File: src/rtl/word_uart_tx.sv
// Byte/word UART transmitter: 8N1 frames (optional even parity, 1-2 stop bits), one byte or WORD_BYTES bytes per request.
// Optional even parity bit: define WORD_UART_TX_PARITY_EN.
module word_uart_tx #(
  parameter int unsigned CLKS_PER_BIT = 868,
  parameter int unsigned WORD_BYTES   = 4,
  parameter int unsigned STOP_BITS    = 1
) (
  input  logic                    clock,
  input  logic                    reset,
  input  logic                    i_valid,
  output logic                    o_ready,
  input  logic                    i_mode_select,
  input  logic                    i_msb_first,
  input  logic [7:0]              i_byte,
  input  logic [WORD_BYTES*8-1:0] i_word,
  output logic                    o_serial,
  output logic                    o_busy,
  output logic                    o_done,
  output logic [2:0]              main_state
);

  localparam int unsigned TW = (CLKS_PER_BIT > 1) ? $clog2(CLKS_PER_BIT) : 1;
  localparam int unsigned CW = $clog2(WORD_BYTES + 1);
  localparam int unsigned DW = WORD_BYTES * 8;

  typedef enum logic [2:0] {
    ST_IDLE   = 3'd0,
    ST_START  = 3'd1,
    ST_DATA   = 3'd2,
    ST_PARITY = 3'd3,
    ST_STOP   = 3'd4,
    ST_DONE   = 3'd5
  } state_t;

  state_t          r_state;
  state_t          w_next_state;
  logic [TW-1:0]   r_clk_cnt;
  logic [2:0]      r_bit_cnt;
  logic [CW-1:0]   r_byte_cnt;
  logic            r_mode;
  logic            r_msb;
  logic [DW-1:0]   r_word;
  logic [7:0]      r_cur;

  logic            w_accept;
  logic            w_bit_end;
  logic            w_stop_end;
  logic            w_last;
  logic [CW-1:0]   w_nxt_cnt;
  logic [CW-1:0]   w_idx;
  logic [7:0]      w_first_byte;
  logic [7:0]      w_next_byte;
  logic            w_serial;
  logic            w_ready;
  logic            w_done;

  assign w_accept   = i_valid && o_ready;
  assign w_bit_end  = (r_clk_cnt == TW'(CLKS_PER_BIT - 1));
  assign w_stop_end = w_bit_end && (r_bit_cnt == 3'(STOP_BITS - 1));
  assign w_nxt_cnt  = r_byte_cnt + CW'(1);
  assign w_last     = (w_nxt_cnt == (r_mode ? CW'(WORD_BYTES) : CW'(1)));
  assign w_idx      = r_msb ? (CW'(WORD_BYTES - 1) - w_nxt_cnt) : w_nxt_cnt;
  assign w_next_byte  = 8'(r_word >> {w_idx, 3'b000});
  assign w_first_byte = i_mode_select ? (i_msb_first ? i_word[DW-1 -: 8] : i_word[7:0]) : i_byte;
  assign main_state   = r_state;

  // State register
  always_ff @(posedge clock) begin
    if (reset) r_state <= ST_IDLE;
    else       r_state <= w_next_state;
  end

  // Next-state logic
  always_comb begin
    w_next_state = r_state;
    case (r_state)
      ST_IDLE:  if (w_accept) w_next_state = ST_START;
      ST_START: if (w_bit_end) w_next_state = ST_DATA;
      ST_DATA: begin
        if (w_bit_end && (r_bit_cnt == 3'd7)) begin
`ifdef WORD_UART_TX_PARITY_EN
          w_next_state = ST_PARITY;
`else
          w_next_state = ST_STOP;
`endif
        end
      end
`ifdef WORD_UART_TX_PARITY_EN
      ST_PARITY: if (w_bit_end) w_next_state = ST_STOP;
`endif
      ST_STOP:  if (w_stop_end) w_next_state = w_last ? ST_DONE : ST_START;
      ST_DONE:  w_next_state = ST_IDLE;
      default:  w_next_state = ST_IDLE;
    endcase
  end

  // Output decode, registered below
  always_comb begin
    w_serial = 1'b1;
    w_done   = 1'b0;
    w_ready  = 1'b0;
    case (r_state)
      ST_IDLE:   w_ready  = !w_accept;
      ST_START:  w_serial = 1'b0;
      ST_DATA:   w_serial = r_cur[r_bit_cnt];
`ifdef WORD_UART_TX_PARITY_EN
      ST_PARITY: w_serial = ^r_cur;
`endif
      ST_DONE:   w_done   = 1'b1;
      default:   w_serial = 1'b1;
    endcase
  end

  always_ff @(posedge clock) begin
    if (reset) begin
      o_serial <= 1'b1;
      o_ready  <= 1'b1;
      o_busy   <= 1'b0;
      o_done   <= 1'b0;
    end else begin
      o_serial <= w_serial;
      o_ready  <= w_ready;
      o_busy   <= !w_ready;
      o_done   <= w_done;
    end
  end

  // Bit timer, bit counter and byte counter
  always_ff @(posedge clock) begin
    if (reset) begin
      r_clk_cnt  <= '0;
      r_bit_cnt  <= '0;
      r_byte_cnt <= '0;
    end else begin
      if (r_state == ST_IDLE || r_state == ST_DONE || w_bit_end) r_clk_cnt <= '0;
      else                                                       r_clk_cnt <= r_clk_cnt + TW'(1);

      if (r_state == ST_DATA && w_bit_end)   r_bit_cnt <= r_bit_cnt + 3'd1;
      else if (r_state == ST_STOP && w_bit_end)
        r_bit_cnt <= w_stop_end ? 3'd0 : r_bit_cnt + 3'd1;

      if (r_state == ST_IDLE && w_accept)      r_byte_cnt <= '0;
      else if (r_state == ST_STOP && w_stop_end) r_byte_cnt <= w_nxt_cnt;
    end
  end

  // Payload capture; no reset needed
  always_ff @(posedge clock) begin
    if (r_state == ST_IDLE && w_accept) begin
      r_mode <= i_mode_select;
      r_msb  <= i_msb_first;
      r_word <= i_mode_select ? i_word : DW'(i_byte);
      r_cur  <= w_first_byte;
    end else if (r_state == ST_STOP && w_stop_end && !w_last) begin
      r_cur  <= w_next_byte;
    end
  end

endmodule
File: config.mk
export PLATFORM = sky130hd
export DESIGN_NAME = word_uart_tx
export DESIGN_NICKNAME = d
export VERILOG_FILES = /design/src/rtl/word_uart_tx.sv
export SDC_FILE = /design/constraint.sdc
export NUM_CORES = 1
export LEC_CHECK = 0
export CORE_MARGIN = 2
export CORE_UTILIZATION = 48
export CTS_CLUSTER_DIAMETER = 150
export DETAILED_ROUTE_END_ITERATION = 6
export PLACE_DENSITY = 0.76
export SETUP_SLACK_MARGIN = 0.05
export SYNTH_ARGS = -nofsm -noshare
export SYNTH_HDL_FRONTEND = slang
export SYNTH_SLANG_ARGS = --single-unit
File: constraint.sdc
create_clock -name clock -period 2.4 [get_ports clock]
set_input_delay 0.24 -clock clock [delete_from_list [all_inputs] [get_ports clock]]
set_output_delay 0.24 -clock clock [all_outputs]
set_load 0.02 [all_outputs]
# ---- Word-level counts from Yosys, hierarchy flattened
# Cells that the tools add are included.
# Widths: inputs -> output; s select.
dict set report word_totals {
  ff_bits 65
  word_cells 71
}
dict set report op_classes {
  n_addsub 4
  n_reduce_logical 20
  n_shift 1
  eq_ne 11
  order_cmp 1
  mux 21
}
# cell n
set op_table {}
lappend op_table {{$mux 8} 5}
lappend op_table {{$shr 32x6->8} 1}
lappend op_table {{$mux 3} 10}
lappend op_table {{$pmux 3 s4} 1}
lappend op_table {{$add 10x1->10 const B} 1}
lappend op_table {{$eq 10x10->1 const B} 1}
lappend op_table {{$eq 3x3->1 const B} 3}
lappend op_table {{$logic_and 1x1->1} 8}
lappend op_table {{$ne 2x2->1 const B} 4}
lappend op_table {{$add 3x1->3 const B} 2}
lappend op_table {{$logic_not 3->1} 2}
lappend op_table {{$lt 3x4->1 const B} 1}
lappend op_table {{$reduce_and 4->1} 1}
lappend op_table {{$reduce_bool 2->1} 2}
lappend op_table {{$reduce_or 2->1} 2}
lappend op_table {{$bmux 1 s3} 1}
lappend op_table {{$eq 3x1->1 const B} 1}
lappend op_table {{$eq 3x2->1 const B} 1}
lappend op_table {{$eq 3x3->1} 1}
lappend op_table {{$logic_not 1->1} 3}
lappend op_table {{$mux 1} 3}
lappend op_table {{$sub 2x3->3 const A} 1}
lappend op_table {{$logic_or 1x1->1} 2}
lappend op_table {{$pmux 1 s2} 1}

# ---- Logic depth before layout (Yosys ltp)
# Gate-level depths: netlist (run 1).
dict set report logic_depth {
  ltp_word 6
  depth_mapped 7
}

# ---- Least setup slack after synthesis (run 1)
# Ideal clock, no wire load.
dict set report synth_path {
  kind {register -> register}
  startpoint {register r_clk_cnt[0]}
  endpoint {register r_cur[0], enable pin}
  required_time_ps 2016
  setup_ps 384
  slack_ps 107
  arrival_ps 1909
  synth_period_minus_slack_ps 2293
  path_stages_with_launch 6
  path_cell_list {dfxtp_1 ha_1 and4bb_1 nand3_1 or3_1 o21ai_0}
}
dict set report synth_between {
  elab_chain_cells 5
}
# item line
set synth_lines {}
lappend synth_lines {{start, declared} 37} ;# logic [TW-1:0] r_clk_cnt;
lappend synth_lines {{start signal, assigned} 136} ;# else r_clk_cnt <= r_clk_cnt + TW'(1);
lappend synth_lines {{$eq 10x10->1} 58} ;# assign w_bit_end = (r_clk_cnt == TW'(CLKS_PER_BIT - 1));
lappend synth_lines {{$logic_and 1x1->1} 59} ;# assign w_stop_end = w_bit_end && (r_bit_cnt == 3'(STOP_BITS - 1));
lappend synth_lines {{$logic_and 1x1->1 (2 in a row)} 154} ;# end else if (r_state == ST_STOP && w_stop_end && !w_last) begin
lappend synth_lines {{$reduce_bool 2->1 (no source line)} n/a}
lappend synth_lines {{end signal, assigned} 153} ;# r_cur <= w_first_byte;
lappend synth_lines {{end signal, assigned} 155} ;# r_cur <= w_next_byte;
lappend synth_lines {{end, declared} 43} ;# logic [7:0] r_cur;
# No other way between the ends.
# A chain may end at the register's enable or synchronous reset.

# ---- Worst setup path after layout (run 1)
dict set report layout_path {
  startpoint {register r_clk_cnt[0]}
  endpoint {register r_cur[1], enable pin}
}
# Same word-level chain as after synthesis.

==> results.ini, run 1 <==
[status]
status=finished clean

[cts]
cts_buffers=9
cts_sinks=65
postCtsSetupBuffers=0
ctsHoldBuffers=0
clock_latency_ns=0.34
clkTransAtPathRegs_ns=0.07
clock-root-buffer=clkbuf_8
htree_levels=3
cts_resized=0
clockBufferDepth=2
cts_tree=built

[timing]
hold_viol_final=0
timing.final.crit_share=0.870
fmax_mhz=479
tns_ns=0
finClkSkew_ns=0.00909
worstMarginPinSlew_ns=0.504
max_slew_margin=0.663
finalSetupViolCount=0
slew_viol_final=0
fin_crit_ns=2.09
rsz0062_at_grt=no

[hold_path]
hold_class=register to register

[global_route]
grt_pass1_wl_um=9850
antenna_found_initial=0
grt_pass1_vias=2143
grtUsageTotal=0.173
grt_max_degree=50
grt_overflow=0

[floorplanning]
core_area_um2=6680
ioPinCount=52
rows=30
die_h_um=86.4
die-area_um2=7460
fp.dieW_um=86.4
initial_core_util=0.488

[yosys]
synth_warnings=0
synth_common_cells=edfxtp_1 (42), mux2i_1 (26), and2_1 (25)
synth.top_cell.area_share=0.387
syn_inst=283
syn_area_per_cell_um2=11.5
ys_ff_latch=65
synth.most_common_cell=edfxtp_1
ys_async_sr_fraction=0
synth_seq_area_share=0.528
synth_area_um2=3260
synth_nets=333
synth-edff-count=42
synthFlopType=edfxtp_1
ys_top_cells_by_area=edfxtp_1 (39%), dfxtp_1 (14%), mux2i_1 (8.0%)
yosysUniqueCellTypes=47
yosys.area.top_type=edfxtp_1

[drt]
wl_per_cell_um=13.9
drc_errors=0
drt-vias-per-instance=5.36
firstDrtPassIters=5
dr.first_iter.drc_count=89
num_vias=2276
wirelength_um=5920
ant_nets=0

[cells_and_area]
seq_area_um2=1720
fin_cells=425
layout.nets=390
syn_to_final_growth_pct=25.5
final_core_util=0.612
stdcell_area_um2=4090
n_fill_cell=552
n_antenna_cell=0
multi_input_area_um2=1440
drive_gt1_frac=0.119

[pwr]
ir_drop_v=0.000309
power_mw=2.66
powerDensity_nw_per_um2=650
p_leak_nw=1.49

[critical_path]
slowest_stage=dfxtp_1
critical_path.top_delay_family=simple AND/OR/NAND/NOR gates
path_cells=ha_1, and4bb_1, nand3_1, or3_1, o21ai_0, buf_4
cp.required_ns=2.44
arrival_ns=2.13
critPathMaxStageDelay_ns=0.38
start_kind=register
critPathCaptureType=register
path_max_fanout=8
critPathBufInv=1
setup.worst_path.class=register to register

[placement]
dp.cells=409
place_area_um2=3880
port_buffers=51
dp_hpwl_um=4340
gp_congestion=0.864

[run]
maxCapViolations=0

power by group:
group / internal [mW] / switching (mW)
Combinational: 0.188 / 0.164
Clock: 0.574 / 0.412
Sequential: 1.29 / 0.0297
registers in the layout, indices dropped and copies added, names as in the netlist:
signal and cells:
r_cur 8, r_word 32, o_busy 1, r_mode 1
main_state 3, o_done 1, r_msb 1, r_bit_cnt 3
o_ready 1, r_clk_cnt 10, r_byte_cnt 3, o_serial 1
final timing paths:
kind	to	startpoint	cells past startpoint	slack, ns
max	r_cur[1]	r_clk_cnt[0]	6	0.31
min	r_clk_cnt[0]	r_clk_cnt[0]	1	0.47
max reg2reg	r_cur[1]	r_clk_cnt[0]	6	0.31
min reg2reg	r_clk_cnt[0]	r_clk_cnt[0]	1	0.47
worst reg2reg max path, cell delays in order, from the launching register on:
cell and delay (ns):
dfxtp_1 0.38, ha_1 0.26, and4bb_1 0.25, nand3_1 0.17
or3_1 0.38, o21ai_0 0.16, buf_4 0.20
per-layer routing:
| layer | vias up | GRT usage | routed length, µm |
|---|---|---|---|
| li1 | 1147 | - | - |
| met1 | 1042 | 0.222 | 2740 |
| met2 | 76 | 0.273 | 2790 |
| met3 | 11 | 0.0495 | 307 |
| met4 | 0 | 0.0753 | 94 |
| met5 | - | 0 | 0 |
final cells by class:
| class | instances | area share |
|---|---|---|
| Sequential cell | 65 | 0.421 |
| Multi-Input combinational cell | 195 | 0.351 |
| Timing Repair Buffer | 60 | 0.144 |
| Clock buffer | 9 | 0.0303 |
| Tap cell | 80 | 0.0245 |
| Clock inverter | 7 | 0.0208 |
| Inverter | 9 | 0.00826 |
cell usage in the layout, fill, tap and decap left out, drive strengths merged, types with 3 or more instances in the layout:
| master | synthesis | routed |
|---|---|---|
| ha | 5 | 5 |
| mux2i | 26 | 26 |
| nor3 | 7 | 7 |
| inv | 9 | 9 |
| xnor2 | 9 | 9 |
| o21ai | 22 | 22 |
| edfxtp | 42 | 42 |
| o22a | 8 | 8 |
| nand3 | 7 | 7 |
| nor2 | 17 | 17 |
| and2 | 25 | 25 |
| nor4 | 3 | 3 |
| clkdlybuf4s50 | 0 | 51 |
| nand2 | 15 | 15 |
| buf | 6 | 9 |
| nand4 | 3 | 3 |
| dfxtp | 23 | 23 |
| clkbuf | 8 | 9 |
| a21oi | 7 | 7 |
| xor2 | 5 | 5 |
| clkinv | 0 | 4 |
| or3 | 4 | 4 |
| mux2 | 8 | 8 |
cell families after synthesis:
group,after synthesis,synth area share
simple gates,93,0.163
flops,65,0.528
compound gates,47,0.0972
mux,36,0.121
buf+inv,23,0.0311
xor+xnor,14,0.0399
fa+ha+maj,5,0.0192
metrics by stage:
step                hold slack (ns)  setup WS [ns]
floorplan                     0.339          0.107
global route                  0.490          0.143
detailed placement            0.453          0.330
CTS                           0.469          0.333
finish                        0.471          0.313
global placement              0.441          0.342
Power figures use the tool's default switching activity.
==> inputs of run 2 (changes only) <==
MAX_ROUTING_LAYER = met4   (was not set)
==> run 2 against run 1 <==
  * Hold slack about the same
  * Die area unchanged
  * Clock power about the same
  * Utilization unchanged
  * Worst setup slack improved by 0.0099 ns
  * Register-to-register slack about the same
  * Sequential power about the same
  * Critical endpoint is now r_cur[4]
==> results.ini, run 2 (same netlist as run 1, synthesis figures left out) <==
[status]
status=finished clean  ; unchanged

[global_route]
antenna_found_initial=0  ; unchanged
grt_overflow=0  ; unchanged
grtUsageTotal=0.178  ; was 0.173
grt_pass1_vias=2149  ; was 2143
grt_pass1_wl_um=9860  ; was 9850 µm
grt_max_degree=50  ; unchanged

[critical_path]
path_max_fanout=8  ; unchanged
critPathCaptureType=register  ; unchanged
slowest_stage=dfxtp_1  ; unchanged
start_kind=register  ; unchanged
critPathMaxStageDelay_ns=0.38  ; about the same
path_cells=ha_1, and4bb_1, nand3_1, or3_1, o21ai_0, buf_4  ; unchanged
cp.required_ns=2.45  ; was 2.44 ns
arrival_ns=2.12  ; was 2.13 ns
setup.worst_path.class=register to register  ; unchanged

[timing]
fin_crit_ns=2.08  ; was 2.09 ns
finalSetupViolCount=0  ; unchanged
timing.final.crit_share=0.865  ; was 0.870
rsz0062_at_grt=no  ; unchanged
finClkSkew_ns=0.00833  ; was 0.00909 ns
max_slew_margin=0.673  ; was 0.663
slew_viol_final=0  ; unchanged
hold_viol_final=0  ; unchanged
fmax_mhz=481  ; was 479 MHz
worstMarginPinSlew_ns=0.490  ; was 0.504 ns
tns_ns=0  ; unchanged

[cts]
cts_sinks=65  ; unchanged
clockBufferDepth=2  ; unchanged
postCtsSetupBuffers=0  ; unchanged
cts_buffers=9  ; unchanged
clkTransAtPathRegs_ns=0.07  ; about the same
clock-root-buffer=clkbuf_8  ; unchanged
cts_tree=built  ; unchanged
ctsHoldBuffers=0  ; unchanged
cts_resized=0  ; unchanged
htree_levels=3  ; unchanged
clock_latency_ns=0.34  ; about the same

[drt]
drc_errors=0  ; unchanged
wl_per_cell_um=14.0  ; was 13.9 µm
wirelength_um=5960  ; was 5920 µm
drt-vias-per-instance=5.32  ; was 5.36
num_vias=2261  ; was 2276
firstDrtPassIters=4  ; was 5
dr.first_iter.drc_count=103  ; was 89
ant_nets=0  ; unchanged

[placement]
dp_hpwl_um=4340  ; unchanged
place_area_um2=3880  ; unchanged
gp_congestion=0.878  ; was 0.864
port_buffers=51  ; unchanged
dp.cells=409  ; unchanged

[pwr]
combinationalPowerShare=0.132  ; about the same
seqPwrFrac=0.496  ; was 0.497
power_frac_clock=0.371  ; about the same
swShare=0.229  ; was 0.228
p_int_mw=2.05  ; about the same
switchingPower_mw=0.609  ; was 0.605 mW
powerDensity_nw_per_um2=651  ; was 650 nW/µm²
ir_drop_v=0.000311  ; was 0.000309 V
p_leak_nw=1.49  ; unchanged

[floorplanning]
fp.dieW_um=86.4  ; unchanged
die_h_um=86.4  ; unchanged
core_area_um2=6680  ; unchanged
ioPinCount=52  ; unchanged
rows=30  ; unchanged
initial_core_util=0.488  ; unchanged
die-area_um2=7460  ; unchanged

[cells_and_area]
fin_cells=425  ; unchanged
largest_reg_flops=32  ; unchanged
syn_to_final_growth_pct=25.5  ; unchanged
mostFrequentLayoutCell=clkdlybuf4s50_1  ; unchanged
top_register=r_word  ; unchanged
drive_gt1_frac=0.119  ; unchanged
stdcell_area_um2=4090  ; unchanged
final_cell_mix=clkdlybuf4s50_1 (51), edfxtp_1 (42), mux2i_1 (26)  ; unchanged
n_antenna_cell=0  ; unchanged
layout.nets=390  ; unchanged
n_fill_cell=552  ; unchanged
reg_top3=r_word (32), r_clk_cnt (10), r_cur (8)  ; unchanged

[run]
maxCapViolations=0  ; unchanged

[hold_path]
hold_class=register to register  ; unchanged

-- run 2: cell counts in the layout (fill, tap and decap cells not counted) --
No cell type changed its count.
-- run 2: final timing paths --
check | endpoint | depth (start not counted) | slack, ns | start
max reg2reg | r_cur[4] | 6 | 0.32 | r_clk_cnt[0]
min reg2reg | r_clk_cnt[0] | 1 | 0.47 | r_clk_cnt[0]
max | r_cur[4] | 6 | 0.32 | r_clk_cnt[0]
min | r_clk_cnt[0] | 1 | 0.47 | r_clk_cnt[0]
-- run 2: final cells by class --
cell class	instances	area, µm²	area share
Tap cell	80	100	0.0245
Clock buffer	9	124	0.0303
Inverter	9	33.8	0.00826
Timing Repair Buffer	60	591	0.144
Sequential cell	65	1720	0.421
Multi-Input combinational cell	195	1440	0.351
Clock inverter	7	85.1	0.0208
-- run 2: per-stage QoR --
step                      power (mW)  utilization  worst slack (ns)  hold WS [ns]
after CTS                       2.68        0.612             0.333         0.469
final                           2.66        0.612             0.323         0.471
after global placement          1.69        0.581             0.342         0.441
after detailed placement        1.70        0.581             0.330         0.453
after floorplan                 1.54            -             0.107         0.339
after global routing            2.78        0.612             0.143         0.490
-- run 2: routing by layer --
layer | vias up | global-route usage | routed length, µm
li1 | 1149 | - | -
met3 | 9 | 0.0486 | 305
met1 | 1036 | 0.223 | 2740
met5 | - | - | 0
met2 | 67 | 0.273 | 2810
met4 | 0 | 0.0753 | 111
-- run 2: critical path: cells and delay by family, from the launching register on --
kind,cells,cell delay [ns]
adders and majority gates,1,0.26
DFF,1,0.38
buffers and inverters,1,0.20
AOI/OAI and AO/OA,1,0.16
and+or+nand+nor,3,0.79
-- run 2: power groups by stage --
stage | Combinational, mW | Clock [mW] | Sequential, mW
4_1_cts | 0.355 | 1.01 | 1.32
6_report | 0.352 | 0.988 | 1.32
3_3_place_gp | 0.348 | 0 | 1.34
3_5_place_dp | 0.354 | 0 | 1.35
5_1_grt | 0.386 | 1.06 | 1.33
2_1_floorplan | 0.202 | 0 | 1.34
==> inputs of run 3 (changes only) <==
CTS_CLUSTER_SIZE = 10   (was not set)
==> results of run 3 <==
Same layout as run 2: the final DEF is identical, and so are final timing and power.
